[config.mk]
export PLATFORM = sky130hd
export DESIGN_NAME = ref_seq_reader_flat
export DESIGN_NICKNAME = d
export VERILOG_FILES = /design/src/rtl/ref_seq_reader_pkg.sv /design/src/rtl/ref_seq_reader_if.sv /design/src/rtl/ref_seq_reader_block_fifo.sv /design/src/rtl/ref_seq_reader.sv /design/src/flat_wrapper.sv
export SDC_FILE = /design/constraint.sdc
export NUM_CORES = 2
export LEC_CHECK = 0
export CELL_PAD_IN_SITES_DETAIL_PLACEMENT = 2
export CELL_PAD_IN_SITES_GLOBAL_PLACEMENT = 2
export CORE_ASPECT_RATIO = 1.2
export CORE_MARGIN = 2
export CORE_UTILIZATION = 45
export CTS_BUF_LIST = sky130_fd_sc_hd__clkbuf_4 sky130_fd_sc_hd__clkbuf_8
export DETAILED_ROUTE_END_ITERATION = 8
export PLACE_DENSITY_LB_ADDON = 0.15
export SKIP_CTS_REPAIR_TIMING = 1
export SLEW_MARGIN = 20
export SYNTH_ARGS = -nofsm -noshare
export SYNTH_HDL_FRONTEND = slang
export SYNTH_HIERARCHICAL = 1
export SYNTH_SLANG_ARGS = --single-unit
[constraint.sdc]
create_clock -name clk -period 32.7 [get_ports clk]
set_input_delay 9.81 -clock clk [delete_from_list [all_inputs] [get_ports clk]]
set_output_delay 9.81 -clock clk [all_outputs]
set_load 0.02 [all_outputs]
[src/rtl/ref_seq_reader_pkg.sv]
// Shared constants and FSM encoding for the
// Smith-Waterman reference read path.
package ref_seq_reader_pkg;

  localparam int ADDR_W = 25;
  localparam int DEF_REF_LENGTH = 128;
  localparam int DEF_DRAM_WIDTH = 128;

  typedef enum logic [1:0] {
    REF_IDLE  = 2'd0,
    REF_FETCH = 2'd1,
    REF_DRAIN = 2'd2
  } ref_state_e;

endpackage

[src/rtl/ref_seq_reader_if.sv]
// Descriptor, block and DRAM read signals of
// the reference sequence reader.
interface ref_seq_reader_if
  import ref_seq_reader_pkg::*;
#(
  parameter int REF_LENGTH = DEF_REF_LENGTH,
  parameter int DRAM_WIDTH = DEF_DRAM_WIDTH
);

  logic [ADDR_W-1:0] ref_addr_in;
  logic [ADDR_W-1:0] ref_length_in;
  logic ref_info_valid_in;
  logic [2*REF_LENGTH-1:0] ref_seq_block_out;
  logic ref_seq_block_valid_out;
  logic ref_seq_block_rdy_in;
  logic [ADDR_W-1:0] dram_rd_addr_out;
  logic dram_rd_en_out;
  logic dram_rd_rdy_in;
  logic [DRAM_WIDTH-1:0] dram_rd_data_in;
  logic dram_rd_data_valid_in;
  logic busy_out;
  logic info_dropped_out;

  modport slave (
    input  ref_addr_in,
    input  ref_length_in,
    input  ref_info_valid_in,
    output ref_seq_block_out,
    output ref_seq_block_valid_out,
    input  ref_seq_block_rdy_in,
    output dram_rd_addr_out,
    output dram_rd_en_out,
    input  dram_rd_rdy_in,
    input  dram_rd_data_in,
    input  dram_rd_data_valid_in,
    output busy_out,
    output info_dropped_out
  );

  modport master (
    output ref_addr_in,
    output ref_length_in,
    output ref_info_valid_in,
    input  ref_seq_block_out,
    input  ref_seq_block_valid_out,
    output ref_seq_block_rdy_in,
    input  dram_rd_addr_out,
    input  dram_rd_en_out,
    output dram_rd_rdy_in,
    output dram_rd_data_in,
    output dram_rd_data_valid_in,
    input  busy_out,
    input  info_dropped_out
  );

endinterface

[src/rtl/ref_seq_reader_block_fifo.sv]
// Single-clock first-word fall-through block FIFO
// with occupancy; head entry is read straight from flops.
module ref_seq_reader_block_fifo #(
  parameter int WIDTH = 256,
  parameter int DEPTH = 4
) (
  input  logic clk,
  input  logic rst,
  input  logic push,
  input  logic [WIDTH-1:0] din,
  input  logic pop,
  output logic [WIDTH-1:0] dout,
  output logic [$clog2(DEPTH):0] count
);

  localparam int PW = $clog2(DEPTH);
  localparam logic [PW:0] FULL = (PW+1)'(DEPTH);

  logic [WIDTH-1:0] mem [DEPTH];
  logic [PW-1:0] wp;
  logic [PW-1:0] rp;
  logic do_pop;
  logic do_push;

  assign do_pop = pop & (count != '0);
  assign do_push = push & ((count != FULL) | do_pop);
  assign dout = mem[rp];

  // storage, pointers and occupancy
  always_ff @(posedge clk) begin
    if (rst) begin
      wp <= '0;
      rp <= '0;
      count <= '0;
      for (int i = 0; i < DEPTH; i++) mem[i] <= '0;
    end else begin
      if (do_push) begin
        mem[wp] <= din;
        wp <= wp + 1'b1;
      end
      if (do_pop) rp <= rp + 1'b1;
      count <= count + (PW+1)'(do_push)
                     - (PW+1)'(do_pop);
    end
  end

endmodule

[src/rtl/ref_seq_reader.sv]
// Reference sequence reader: issues DRAM word reads under
// credit control and packs returned words into blocks.
module ref_seq_reader
  import ref_seq_reader_pkg::*;
#(
  parameter int REF_LENGTH = DEF_REF_LENGTH,
  parameter int DRAM_WIDTH = DEF_DRAM_WIDTH,
  parameter int FIFO_DEPTH = 4
) (
  input logic clk,
  input logic rst,
  ref_seq_reader_if.slave bus
);

  localparam int BW = 2 * REF_LENGTH;
  localparam int WPB = BW / DRAM_WIDTH;
  localparam int WB = (WPB > 1) ? $clog2(WPB) : 1;
  localparam int RW = ADDR_W + $clog2(WPB);
  localparam int CMAX = FIFO_DEPTH * WPB;
  localparam int CW = $clog2(CMAX + 1);
  localparam int OW = $clog2(FIFO_DEPTH) + 1;

  ref_state_e state;
  logic [ADDR_W-1:0] base;
  logic [ADDR_W-1:0] len;
  logic [ADDR_W-1:0] dlv;
  logic [RW-1:0] req;
  logic [RW-1:0] total;
  logic [CW-1:0] credits;
  logic [BW-1:0] pack;
  logic [WB-1:0] widx;
  logic en_q;
  logic [ADDR_W-1:0] addr_q;
  logic drop_q;

  logic [BW-1:0] fifo_dout;
  logic [OW-1:0] occ;
  logic [BW-1:0] block_nx;
  logic [RW-1:0] req_nx;
  logic [CW-1:0] cred_nx;
  logic fifo_valid;
  logic fire;
  logic pop;
  logic resp;
  logic push;
  logic last_dlv;

  assign fifo_valid = (occ != '0);
  assign fire = en_q & bus.dram_rd_rdy_in;
  assign pop = fifo_valid & bus.ref_seq_block_rdy_in;
  assign resp = bus.dram_rd_data_valid_in
              & (state != REF_IDLE);
  assign push = resp & (widx == WB'(WPB - 1));
  assign req_nx = req + RW'(fire);
  assign cred_nx = credits - CW'(fire)
                 + (pop ? CW'(WPB) : CW'(0));
  assign last_dlv = pop & (dlv + ADDR_W'(1) == len);

  // insert the returned word into its slot
  always_comb begin
    block_nx = pack;
    block_nx[int'(widx)*DRAM_WIDTH +: DRAM_WIDTH] =
      bus.dram_rd_data_in;
  end

  ref_seq_reader_block_fifo #(
    .WIDTH(BW),
    .DEPTH(FIFO_DEPTH)
  ) u_fifo (
    .clk(clk),
    .rst(rst),
    .push(push),
    .din(block_nx),
    .pop(pop),
    .dout(fifo_dout),
    .count(occ)
  );

  // credits: free word slots not yet promised to a read
  always_ff @(posedge clk) begin
    if (rst) credits <= CW'(CMAX);
    else credits <= cred_nx;
  end

  // word packer
  always_ff @(posedge clk) begin
    if (rst) begin
      pack <= '0;
      widx <= '0;
    end else if (resp) begin
      pack <= block_nx;
      widx <= push ? '0 : widx + 1'b1;
    end
  end

  // descriptor FSM with registered request outputs
  always_ff @(posedge clk) begin
    if (rst) begin
      state <= REF_IDLE;
      base <= '0;
      len <= '0;
      dlv <= '0;
      req <= '0;
      total <= '0;
      en_q <= 1'b0;
      addr_q <= '0;
      drop_q <= 1'b0;
    end else begin
      if (pop) dlv <= dlv + ADDR_W'(1);
      unique case (state)
        REF_IDLE: begin
          if (bus.ref_info_valid_in) begin
            base <= bus.ref_addr_in;
            len <= bus.ref_length_in;
            total <= RW'(bus.ref_length_in) * RW'(WPB);
            req <= '0;
            dlv <= '0;
            if (bus.ref_length_in != '0) begin
              state <= REF_FETCH;
              en_q <= (cred_nx != '0);
              addr_q <= bus.ref_addr_in;
            end
          end
        end
        REF_FETCH: begin
          if (bus.ref_info_valid_in) drop_q <= 1'b1;
          req <= req_nx;
          addr_q <= base + ADDR_W'(req_nx);
          if (req_nx == total) begin
            state <= REF_DRAIN;
            en_q <= 1'b0;
          end else begin
            en_q <= (cred_nx != '0);
          end
        end
        REF_DRAIN: begin
          if (bus.ref_info_valid_in) drop_q <= 1'b1;
          if (last_dlv) state <= REF_IDLE;
        end
        default: state <= REF_IDLE;
      endcase
    end
  end

  assign bus.ref_seq_block_out = fifo_dout;
  assign bus.ref_seq_block_valid_out = fifo_valid;
  assign bus.dram_rd_addr_out = addr_q;
  assign bus.dram_rd_en_out = en_q;
  assign bus.busy_out = (state != REF_IDLE);
  assign bus.info_dropped_out = drop_q;

endmodule

[src/flat_wrapper.sv]
// flat-port wrapper written by rule: the top's interface ports become plain ports
module ref_seq_reader_flat import ref_seq_reader_pkg::*;
#(
  parameter int REF_LENGTH = DEF_REF_LENGTH,
  parameter int DRAM_WIDTH = DEF_DRAM_WIDTH,
  parameter int FIFO_DEPTH = 4
)
  (clk, rst, bus_ref_addr_in, bus_ref_length_in, bus_ref_info_valid_in, bus_ref_seq_block_out, bus_ref_seq_block_valid_out, bus_ref_seq_block_rdy_in, bus_dram_rd_addr_out, bus_dram_rd_en_out, bus_dram_rd_rdy_in, bus_dram_rd_data_in, bus_dram_rd_data_valid_in, bus_busy_out, bus_info_dropped_out);
  ref_seq_reader_if #(.REF_LENGTH(REF_LENGTH), .DRAM_WIDTH(DRAM_WIDTH)) bus_i ();
  input logic clk;
  input logic rst;
  input wire logic [$bits(bus_i.ref_addr_in)-1:0] bus_ref_addr_in;
  input wire logic [$bits(bus_i.ref_length_in)-1:0] bus_ref_length_in;
  input wire logic [$bits(bus_i.ref_info_valid_in)-1:0] bus_ref_info_valid_in;
  output wire logic [$bits(bus_i.ref_seq_block_out)-1:0] bus_ref_seq_block_out;
  output wire logic [$bits(bus_i.ref_seq_block_valid_out)-1:0] bus_ref_seq_block_valid_out;
  input wire logic [$bits(bus_i.ref_seq_block_rdy_in)-1:0] bus_ref_seq_block_rdy_in;
  output wire logic [$bits(bus_i.dram_rd_addr_out)-1:0] bus_dram_rd_addr_out;
  output wire logic [$bits(bus_i.dram_rd_en_out)-1:0] bus_dram_rd_en_out;
  input wire logic [$bits(bus_i.dram_rd_rdy_in)-1:0] bus_dram_rd_rdy_in;
  input wire logic [$bits(bus_i.dram_rd_data_in)-1:0] bus_dram_rd_data_in;
  input wire logic [$bits(bus_i.dram_rd_data_valid_in)-1:0] bus_dram_rd_data_valid_in;
  output wire logic [$bits(bus_i.busy_out)-1:0] bus_busy_out;
  output wire logic [$bits(bus_i.info_dropped_out)-1:0] bus_info_dropped_out;
  assign bus_i.ref_addr_in = bus_ref_addr_in;
  assign bus_i.ref_length_in = bus_ref_length_in;
  assign bus_i.ref_info_valid_in = bus_ref_info_valid_in;
  assign bus_ref_seq_block_out = bus_i.ref_seq_block_out;
  assign bus_ref_seq_block_valid_out = bus_i.ref_seq_block_valid_out;
  assign bus_i.ref_seq_block_rdy_in = bus_ref_seq_block_rdy_in;
  assign bus_dram_rd_addr_out = bus_i.dram_rd_addr_out;
  assign bus_dram_rd_en_out = bus_i.dram_rd_en_out;
  assign bus_i.dram_rd_rdy_in = bus_dram_rd_rdy_in;
  assign bus_i.dram_rd_data_in = bus_dram_rd_data_in;
  assign bus_i.dram_rd_data_valid_in = bus_dram_rd_data_valid_in;
  assign bus_busy_out = bus_i.busy_out;
  assign bus_info_dropped_out = bus_i.info_dropped_out;
  ref_seq_reader #(.REF_LENGTH(REF_LENGTH), .DRAM_WIDTH(DRAM_WIDTH), .FIFO_DEPTH(FIFO_DEPTH)) u_core (.clk(clk), .rst(rst), .bus(bus_i));
endmodule
# After elaboration in Yosys (flattened, before gate mapping)

Memory sizes are Yosys's and may differ from the RTL's. A register that Yosys moved wholly into a read port is not among the register bits.
Index checks and enable logic that the tools add are counted.

Add/subtract/negate cells: 11
Eq/ne operators: 9
Shift operators: 2
Mux-type cells: 30
Bitwise logic cells: 8
Reductions and logical operators: 13

Operator list:

| cell                                                                        | count |
|---|---|
| 256-bit bitwise mux                                                         | 1 |
| 256-bit two-way mux                                                         | 1 |
| 256-bit OR reduction                                                        | 1 |
| 128-bit by 33-bit variable shift with 256-bit output (first input constant) | 1 |
| 128-bit by 33-bit variable part select with 256-bit output                  | 1 |
| 25-bit two-way mux                                                          | 5 |
| 26-bit case mux with 2 select lines                                         | 1 |
| 25-bit case mux with 2 select lines                                         | 1 |
| 8-bit negation with 33-bit output                                           | 1 |
| 26-bit by 1-bit adder with 26-bit output                                    | 1 |
| 26-bit == test                                                              | 1 |
| 26-bit two-way mux                                                          | 1 |
| 25-bit by 1-bit adder with 25-bit output (second input constant)            | 1 |
| 25-bit adder                                                                | 1 |
| 25-bit == test                                                              | 1 |
| 25-bit nonzero test                                                         | 1 |
| 2-bit two-way mux                                                           | 8 |
| 1-bit two-way mux                                                           | 10 |
| 1-bit AND                                                                   | 7 |
| 2-bit by 1-bit inequality test with 1-bit output (second input constant)    | 3 |
| 2-bit case mux with 3 select lines                                          | 1 |
| 2-bit AND reduction                                                         | 3 |
| 2-bit by 1-bit adder with 2-bit output (second input constant)              | 2 |
| 4-bit adder                                                                 | 1 |
| other kinds (17)                                                            | 18 |

Register bits: 398
RAM bits: 1024
Input port bits: 184
Output and inout port bits: 285
Word-level logic and storage cells: 88
Memories kept: 1

Memories:

| name              | depth | bits a word | rd ports | clocked after Yosys merged registers in | write ports | RTL line                        | text |
|---|---|---|---|---|---|---|---|
| u_core.u_fifo.mem | 4     | 256         | 1        | 1                                       | 4           | ref_seq_reader_block_fifo.sv:19 | `logic [WIDTH-1:0] mem [DEPTH];` |

# Logic depth before layout (Yosys ltp)

Word-level depth: 10
Mapped depth: 18
Mapped depth without buffers: 17

# Modules after synthesis

Netlist, hierarchy kept.

Modules (own cells, without submodules):

| module                    | times used | cells an instance | area each (um2) | seq. area each (um2) |
|---|---|---|---|---|
| ref_seq_reader_block_fifo | 1          | 2521              | 44162.4         | 30929.7 |
| ref_seq_reader            | 1          | 2475              | 20990.1         | 7827.5 |

# Worst setup path after synthesis

Ideal clock, no wire load.

Path kind: input-to-reg
Start: input bus_ref_seq_block_rdy_in
End: memory u_core.u_fifo.mem[2][0], enable pin
Setup time: 0.927 ns
Arrival: 22.511 ns
Required time: 31.773 ns
Slack: 9.263 ns
Cell stages on the path: 6
Path buffers: 1
Cells stage by stage: nand2_1 inv_1 buf_1 nor4b_4 nand2b_1 o21bai_1

RTL lines:

| what            | RTL line                        | text |
|---|---|---|
| start, declared | flat_wrapper.sv:17              | `input wire logic [$bits(bus_i.ref_seq_block_rdy_in)-1:0] bus_ref_seq_block_rdy_in;` |
| end, declared   | ref_seq_reader_block_fifo.sv:19 |  |

==> results.yml <==
logic_synthesis:
  yosysWarnings: 6
  synthDistinctLibCells: 82
  mappedNetlistNets: 5220
  largest_family_of_logic_cells_by_synthesized_area: "simple AND/OR/NAND/NOR gates"
  synth_enable_flop_cells: 1024
  yosys.area_share.xor_xnor_pct: 1.52
  synth_area_leader_cell: "edfxtp_1"
  synth.top_cell.area_share_pct: 47.2
  synth-seq-cells: 1424
  syn_avg_cell_area_um2: 13.0
  synth-compound-area-share_pct: 4.01
  async_flop_share_pct: 0
  post_synth_mux_area_share_pct: 15.4
  synth_most_common_cell: "and2_1"
  yosys_most_used_dff: "edfxtp_1"
  syn-instance-count: 4996
  synth.cell_area_um2: 65200
  ys_seq_area_share_pct: 59.5
  simple_gate_share_of_the_synthesized_area_pct: 16.2
  yosys-top-cells-area: "edfxtp_1, dfxtp_1, and2_1, mux4_2, mux2_2"
  synth.cells.most_frequent: "and2_1, edfxtp_1, nand2_1"
  share_of_synthesized_cell_area_in_full_adder_half_adder_and_majority_cells_pct: 0.803
finish:
  fin_nets: 5611
  post_route_cells_drive_above_1_share_pct: 18.1
  syn_to_final_growth_pct: 17.0
critical_path:
  r2r_setup_slack_ns: 26.44
  timing.critical_path.required_ns: 22.89
  worst_setup_path_end_kind: "primary output"
  timing.critical_path.from_type: "register"
  critical_path.max_stage_delay_ns: 0.93
  timing.reg2reg.worst_path_depth: 11
  critical_path_class: "reg -> out"
  worstPathArrival_ns: 5.43
  worstReg2RegEnd: "u_core/u_fifo/mem[0][36]"
  crit_fanout: 97
  crit_chain: "buf_12 > buf_6 > buf_4 > mux4_2 > clkdlybuf4s50_1"
  crit-reg2reg-launch: "u_core/state[0]"
  critical_path_s_slowest_cell: "buf_4"
place:
  place.port_buffers: 468
  gp_congestion: 0.850
  final_hpwl_from_detailed_placement_um: 123000
global_routing:
  antenna_violations_before_repair: 16
  globalRoute.busiestLayer: "met2"
  grt_use_met2_pct: 50.5
  grt_overflow_total: 0
  grt_util_met1_pct: 34.4
  grt_util_all_layers_pct: 28.3
  grt.met3_usage_pct: 5.13
  grt_start_max_net_pins: 177
  grt_pass1_wl_um: 312000
  first_global_vias: 48394
floorplanning:
  die_height_um: 421
  dieArea_um2: 148000
  core_um2: 143000
  io_pins: 469
  std_cell_rows: 152
  start_util_pct: 45.4
  die_w_um: 351
clock_network:
  clkSinkCount: 1424
  clk_pin_slew_ns: 0.07
  htree_levels: 4
  clock_tree.root_cell: "clkbuf_8"
  cts_buffer_count: 230
  worstSkewPairLatency_ns: 0.97
  tritoncts: "done"
  ctsLongestPathBuffers: 3
drt:
  post_route_drc_violation_count: 0
  drt_first_iter_violations: 2312
  routed_wirelength_um: 210000
  routed_via_density: 5.65
  avgRoutedWirePerCell_um: 27.9
  vias: 42449
  drt-pass1-iter-count: 5
  remaining_antenna_violation_count_after_routing: 0
worst_hold_path:
  hold_path_end: "u_core/pack[135]"
  worstHoldPathType: "reg -> reg"
  holdPathStages: 2
  hp-start: "u_core/pack[135]"
power:
  intPower_mw: 3.17
  cellLeakagePower_nw: 27.2
  power_density_nw_per_um2: 57.6
  combinational_power_share_pct: 15.2
  power.switching_fraction_pct: 27.7
  peakVddDrop_v: 0.0000596
  power_switching_mw: 1.22
  clkPwrFrac_pct: 37.1
  sequentialPowerShare_pct: 47.7
outcome:
  outcome: "finished clean"
sta:
  slew_worst_pin_ns: 1.13
  max_freq_ghz: 0.0656
  finalSetupViolations: 0
  rsz0062_at_grt: "false"
  max_slew_margin_pct: 24.3
  finalSetupTns_ns: 0
  min_period_ns: 15.24
  final.hold.worst_slack_ns: 0.452
  clock-skew-final_ns: 0.0368
  finalHoldViolations: 0
  final-max-slew-violation-count: 0
  final_period_util_pct: 46.6
flow_run:
  drv.max_cap_violation_count: 0
flip-flops by register name, summed over array words and instances (netlist names), 3 cells and up, named ones only:
register,cells
u_core/u_fifo/mem,1024
u_core/bus.dram_rd_addr_out,25
u_core/dlv,25
u_core/u_fifo/count,3
u_core/pack,256
u_core/credits,4
u_core/base,25
u_core/req,26
u_core/len,25
final cells by class:
cell class	instances	area [µm²]
Clock inverter	82	553
Tap cell	1925	2410
Inverter	31	121
Timing Repair Buffer	524	5240
Fill cell	13492	67200
Clock buffer	352	4320
Sequential cell	1424	38800
Antenna cell	5	12.5
Multi-Input combinational cell	3176	24800
placed cells by master, fill, tap and decap left out, drive strengths merged, types with 63 or more instances in the layout:
cell type,netlist,final
mux2,257,257
clkbuf,204,352
mux4,256,256
nor2,238,238
nand2,427,427
clkdlybuf4s50,0,467
dfxtp,400,400
a21oi,271,271
and2,1033,1033
mux2i,138,138
clkinv,0,63
edfxtp,1024,1024
worst max-delay path, delay by kind of cell, from the launching register on:
kind                   cells  cell delay (ns)
flip-flops                 1             0.91
buffers and inverters      4             2.75
multiplexers               1             0.68
power by group through the flow:
| stage | Combinational [mW] | Sequential, mW | Clock, mW |
|---|---|---|---|
| after global routing | 0.719 | 2.10 | 1.74 |
| after global placement | 0.641 | 2.12 | 0 |
| after CTS | 0.674 | 2.09 | 1.67 |
| final | 0.669 | 2.09 | 1.63 |
| after detailed placement | 0.664 | 2.13 | 0 |
| after floorplan | 0.400 | 2.13 | 0 |
layer usage:
metal | part of all wire [%] | vias to the layer above
met1 | 41 | 22337
met3 | 4.7 | 308
met2 | 52 | 1025
met5 | 0.048 | -
met4 | 2.9 | 16
li1 | - | 18763
kinds of logic (layout without fill, tap and decap cells):
logic type	after synthesis	in the layout
other cells	0	5
compound gates	445	445
xor+xnor	111	111
flops	1424	1424
buf+inv	396	989
fa+ha+maj	40	40
mux	651	651
simple gates	1929	1929
how the worst max path moves through the flow:
stage	cells past startpoint	from	to
global route	5	register	bus_ref_seq_block_out[12]
CTS	5	register	bus_ref_seq_block_out[12]
floorplan	6	bus_ref_seq_block_rdy_in	u_core/u_fifo/mem[2][0]
finish	5	register	bus_ref_seq_block_out[140]
detailed placement	10	bus_dram_rd_data_valid_in	u_core/u_fifo/mem[0][31]
global placement	10	bus_dram_rd_data_valid_in	u_core/u_fifo/mem[0][162]
stage by stage:
stage	area [µm²]	power, mW	util (%)	instances	setup slack (ns)
detailed placement	71400	2.79	49.8	7080	17.12
floorplan	65200	2.53	-	4996	9.26
global route	76200	4.56	53.2	7519	16.89
global placement	71300	2.76	49.8	7079	16.97
CTS	76200	4.44	53.2	7514	16.71
finish	76200	4.39	53.2	7519	17.46
Note: power is estimated with default switching activity, not from simulation.
